### src/rtl/line_refill_ctrl.sv
// line_refill_ctrl: cache-miss refill sequencer.
// Reads one line word-by-word over req/ack, then pulses the full line out.
module line_refill_ctrl #(
    parameter int WORDS_PER_LINE = 4,
    parameter int DATA_W         = 32,
    parameter int ADDR_W         = 27
) (
    input  logic                             clk,
    input  logic                             rst,
    input  logic                             miss_valid,
    input  logic [ADDR_W-1:0]                miss_addr,
    output logic                             miss_ready,
    output logic                             mem_req,
    output logic [ADDR_W-1:0]                mem_addr,
    input  logic                             mem_ack,
    input  logic [DATA_W-1:0]                mem_rdata,
    output logic                             fill_valid,
    output logic [ADDR_W-1:0]                fill_addr,
    output logic [WORDS_PER_LINE*DATA_W-1:0] fill_data,
    output logic                             busy
);

    localparam int IDX_W = $clog2(WORDS_PER_LINE);
    localparam int OFF   = IDX_W + 2;
    localparam logic [ADDR_W-1:0] LINE_MASK = ~ADDR_W'((1 << OFF) - 1);
    localparam logic [IDX_W-1:0]  LAST_IDX  = IDX_W'(WORDS_PER_LINE - 1);

    typedef enum logic [1:0] {
        IDLE,
        REQ,
        DONE
    } state_t;

    state_t           state;
    state_t           state_next;
    logic [IDX_W-1:0] idx;
    logic             accept;
    logic             capture;
    logic             last;

    assign accept  = (state == IDLE) && miss_valid;
    assign capture = (state == REQ) && mem_ack;
    assign last    = (idx == LAST_IDX);

    always_comb begin
        state_next = state;
        miss_ready = 1'b0;
        mem_req    = 1'b0;
        fill_valid = 1'b0;
        busy       = 1'b0;
        unique case (state)
            IDLE: begin
                miss_ready = 1'b1;
                if (miss_valid) state_next = REQ;
            end
            REQ: begin
                mem_req = 1'b1;
                busy    = 1'b1;
                if (capture && last) state_next = DONE;
            end
            DONE: begin
                fill_valid = 1'b1;
                busy       = 1'b1;
                state_next = IDLE;
            end
            default: state_next = IDLE;
        endcase
    end

    // fill_data doubles as the line buffer; aligned lines never carry out
    always_ff @(posedge clk) begin
        if (rst) begin
            state     <= IDLE;
            idx       <= '0;
            mem_addr  <= '0;
            fill_addr <= '0;
            fill_data <= '0;
        end else begin
            state <= state_next;
            if (accept) begin
                idx       <= '0;
                mem_addr  <= miss_addr & LINE_MASK;
                fill_addr <= miss_addr & LINE_MASK;
            end
            if (capture) begin
                for (int i = 0; i < WORDS_PER_LINE; i++) begin
                    if (idx == IDX_W'(i)) begin
                        fill_data[i*DATA_W +: DATA_W] <= mem_rdata;
                    end
                end
                if (!last) begin
                    idx      <= idx + IDX_W'(1);
                    mem_addr <= mem_addr + ADDR_W'(4);
                end
            end
        end
    end

endmodule

### config.mk
export PLATFORM = sky130hd
export DESIGN_NAME = line_refill_ctrl
export DESIGN_NICKNAME = d
export VERILOG_FILES = /design/src/rtl/line_refill_ctrl.sv
export SDC_FILE = /design/constraint.sdc
export NUM_CORES = 1
export LEC_CHECK = 0
export CORE_ASPECT_RATIO = 1.75
export CORE_MARGIN = 3
export CORE_UTILIZATION = 41
export CTS_CLUSTER_SIZE = 10
export DETAILED_ROUTE_END_ITERATION = 10
export PLACE_DENSITY = 0.77
export SYNTH_ARGS = -nofsm -noshare
export SYNTH_HDL_FRONTEND = slang
export SYNTH_SLANG_ARGS = --single-unit
### constraint.sdc
create_clock -name clk -period 1.6 [get_ports clk]
set_input_delay 0.4 -clock clk [delete_from_list [all_inputs] [get_ports clk]]
set_output_delay 0.4 -clock clk [all_outputs]
set_load 0.05 [all_outputs]
==> summary.md, run 1 <==
| Metric | Value |
|---|---|
| Status | complete, but fails checks |
| Failing checks | negative setup slack |
| Vias in the first global route | between 7000 and 8000 |
| Crit Path Class | flop to flop |
| Ys async rst share | 0% |
| Skew-Pair Late Insertion Delay | roughly 440 ps |
| Total global-route track usage | ~28% |
| Final net count | around 1300 |
| Die Y | between 150 and 200 um |
| Synth Register Bits | 182 |
| Final setup fails | 97 |
| R2r setup slk | -250 ps |
| VDD IR max | ~1.1 mV |
| Fin. Hold Viols | 0 |
| Tcrit/Tclk final | 116% |
| Sequential share of the synthesized area | between 50% and 60% |
| I/O pin count | ~250 |
| CP Max Fanout | 7 |
| Reg-to-Reg Start | state[1] |
| Sink Count | 182 |
| Row count | 62 |
| Total wire length | 30400 um |
| DR DRC count | 0 |
| Root buffer cell | clkbuf_16 |
| Worst Hold End | fill_data[95] |
| Critical path required time | 1960 ps |
| Final Util | between 80 and 90% |
| Total chip power | 16.7 mW |
| Initial antenna violation count | 0 |
| Post-route worst setup slack | -253 ps |
| Initial Util | 42.4% |
| FILL cells | between 900 and 1000 |
| Via count | a little over 8000 |
| Unrepaired setup endpoints after global routing | yes |
| Hold Path Class | input port to flop |
| Worst Skew | between 10 and 15 ps |
| Most frequent cell on the critical path | buf_6 |
| YS warnings | 0 |
| Clock slew at reported path FFs | 80 ps |
| Iteration-0 DRC Markers | just over 600 |
| R2R cell count | 7 |
| Vias per inst | 5.63 |
| Post-synth EDFFs | 0 |
| CTS tree | built |
| Area Overhead vs Synth | 93.2% |
| Hold-fix buffers, CTS | 0 |
| Core area | approximately 17000 um^2 |
| HP Start | rst |
| Die Width | ~110 um |
| Fmax | about 0.54 GHz |
| Htree depth | 4 |
| Total grt overflow | 0 |
| Clk buf depth | 2 |
| Fin crit period | 1850 ps |
| Antenna-violating nets left | 0 |
| Most frequent cells in the layout | nand2_1 (325), buf_12 (196), dfxtp_1 (157) |
| CP Capture Type | flop |
| Lkg Pwr | 5.03 nW |
| Delay-heaviest family, CP | simple AND/OR/NAND/NOR gates |
| Crit path largest cell delay | around 500 ps |
| CTS buffer count | 17 |
| Share of layout cells above drive strength 1 | around 35% |
| Mapped cell area | between 7000 and 8000 um^2 |
| CP max-delay cell | or4_4 |
| PwrDens | between 1000 and 1500 nW/um^2 |
| WHS Path Cells | 3 |
| Leading cell type in the layout, fill and taps excluded | nand2_1 |
| R2R Path End | mem_addr[19] |
| Mapped Cells | between 800 and 900 |
| Max Slew Vio Count | 0 |
| Mean Syn Cell Area | a little under 8 um^2 |
| First-pass GRT wire length | around 42000 um |
| WL per Instance | 21.2 um |
| Post-DP HPWL | about 19000 um |
| Rel. slew slack | between 50% and 60% |
| Worst EP arrival | between 2000 and 2500 ps |
| CP cell instances | inv_6, ha_4, nand3b_1, buf_6, buf_6, or4_4, a31oi_4 |
| Worst path buffer plus inverter count | 3 |
| Drt first pass iters | 5 |
| Largest net degree at the start of global routing | between 100 and 150 |
| Synth Flop Type | dfxtp_1 |
| Maxcap violations | 0 |
| Startpoint types | flop |
| Die area | about 19000 um^2 |
| Synth cell types | 49 |
| Setup crit start | state[1] |
| PortBufs | 240 |
| Slew of the pin with the lowest slew margin | between 600 and 700 ps |
| Antenna diode count | 0 |
| Final Wtd Congestion | between 0.9 and 1 |
[synth_stat cells (2+ instances only)]
cell type / number / area, um^2
or4_1: 9 / 67.6
buf_1: 2 / 7.51
ha_1: 10 / 125
nor2_1: 16 / 60.1
buf_4: 4 / 30.0
mux2i_1: 2 / 20.0
nor2b_1: 2 / 12.5
o211ai_1: 6 / 45.0
and4_4: 2 / 22.5
o31a_1: 2 / 17.5
o21ai_0: 5 / 25.0
and3_1: 12 / 75.1
dfxtp_1: 182 / 3640
inv_1: 8 / 30.0
o311a_1: 2 / 20.0
a311oi_1: 2 / 17.5
a211oi_1: 2 / 15.0
o311ai_0: 4 / 35.0
a22oi_1: 3 / 22.5
a31oi_1: 10 / 62.6
nor4_1: 5 / 31.3
buf_2: 8 / 40.0
nand4_1: 6 / 37.5
nor3_1: 5 / 25.0
a21oi_1: 166 / 831
nand3_1: 16 / 80.1
nand2_1: 326 / 1220
a21o_1: 2 / 15.0
clkbuf_1: 54 / 203
or3_1: 4 / 25.0
[worst max path at each step]
stage                               to  cells past startpoint
after floorplan           mem_addr[11]                      7
after global placement    mem_addr[24]                      5
after detailed placement  mem_addr[24]                      5
after CTS                   miss_ready                      4
after global routing      mem_addr[26]                      5
final                     mem_addr[19]                      7
[final cells by class]
class / count / area [um^2] / area share, %
Tap cell: 224 / 280 / 2.06
Inverter: 8 / 40.0 / 0.294
Clock buffer: 18 / 450 / 3.31
Clock inverter: 14 / 159 / 1.17
Multi-Input combinational cell: 641 / 3490 / 25.6
Sequential cell: 182 / 3720 / 27.4
Timing Repair Buffer: 349 / 5460 / 40.2
[where the power goes]
group	internal [mW]	switching (mW)	total [mW]
Combinational	3.22	3.74	6.96
Sequential	4.99	0.486	5.48
Clock	2.20	2.10	4.30
Total	10.4	6.32	16.7
[cells by family after synthesis]
logic type | share of synthesized area, %
AND/OR/NAND/NOR | 24.8
AO/OA/AOI/OAI | 16.6
flip-flops | 51.8
buffers and inverters | 4.57
adder cells (fa/ha/maj) | 1.78
multiplexers | 0.444
other | 0.0533
[worst reg2reg max path: stages, from the launching register on]
cell	delay, ps
dfxtp_4	360
inv_6	80
ha_4	160
nand3b_1	170
buf_6	180
buf_6	130
or4_4	500
a31oi_4	210
[metal layers]
metal	part of all wire, %	wire length, um	track usage (%)	vias up
met5	0	0	0	-
met4	6.8	2060	15.3	0
met3	6.9	2100	5.67	154
met2	55	16600	54.6	457
met1	32	9630	27.9	3847
li1	-	-	-	3622
[sequential cells by signal (all words and copies together), names as in the netlist]
name and cells:
mem_addr 27, idx 2, state 2, fill_addr 23, fill_data 128
[repair_timing]
| item | CTS | global route |
|---|---|---|
| gates resized for setup | 33 | 87 |
| cloned | 3 | 13 |
| pin swaps | 12 | 13 |
| setup endpoints to repair | 26 | 150 |
| setup buffers | 14 | 8 |
[stage by stage]
stage	TNS [ps]	hold WS [ps]	instances	cell area, um^2	setup slack, ps
after floorplan	-1060	481	899	7240	-175
after global placement	-30960	478	1370	12100	-406
after detailed placement	-37160	484	1370	12100	-444
after CTS	-631	420	1418	13000	-102
after global routing	-13660	462	1436	13600	-321
final	-4540	438	1436	13600	-253
Note: power is estimated with default switching activity, not from simulation.
==> inputs of run 2 (changes only) <==
Settings changed: CTS_CLUSTER_SIZE 10 to 20.
==> results of run 2 <==
The final DEF is identical to that of run 1; final timing and power are the same.
==> inputs of run 3 (changes only) <==
Settings changed: ABC_CLOCK_PERIOD_IN_PS set to 1600.
==> results of run 3 <==
The final DEF is identical to that of run 1; final timing and power are the same.
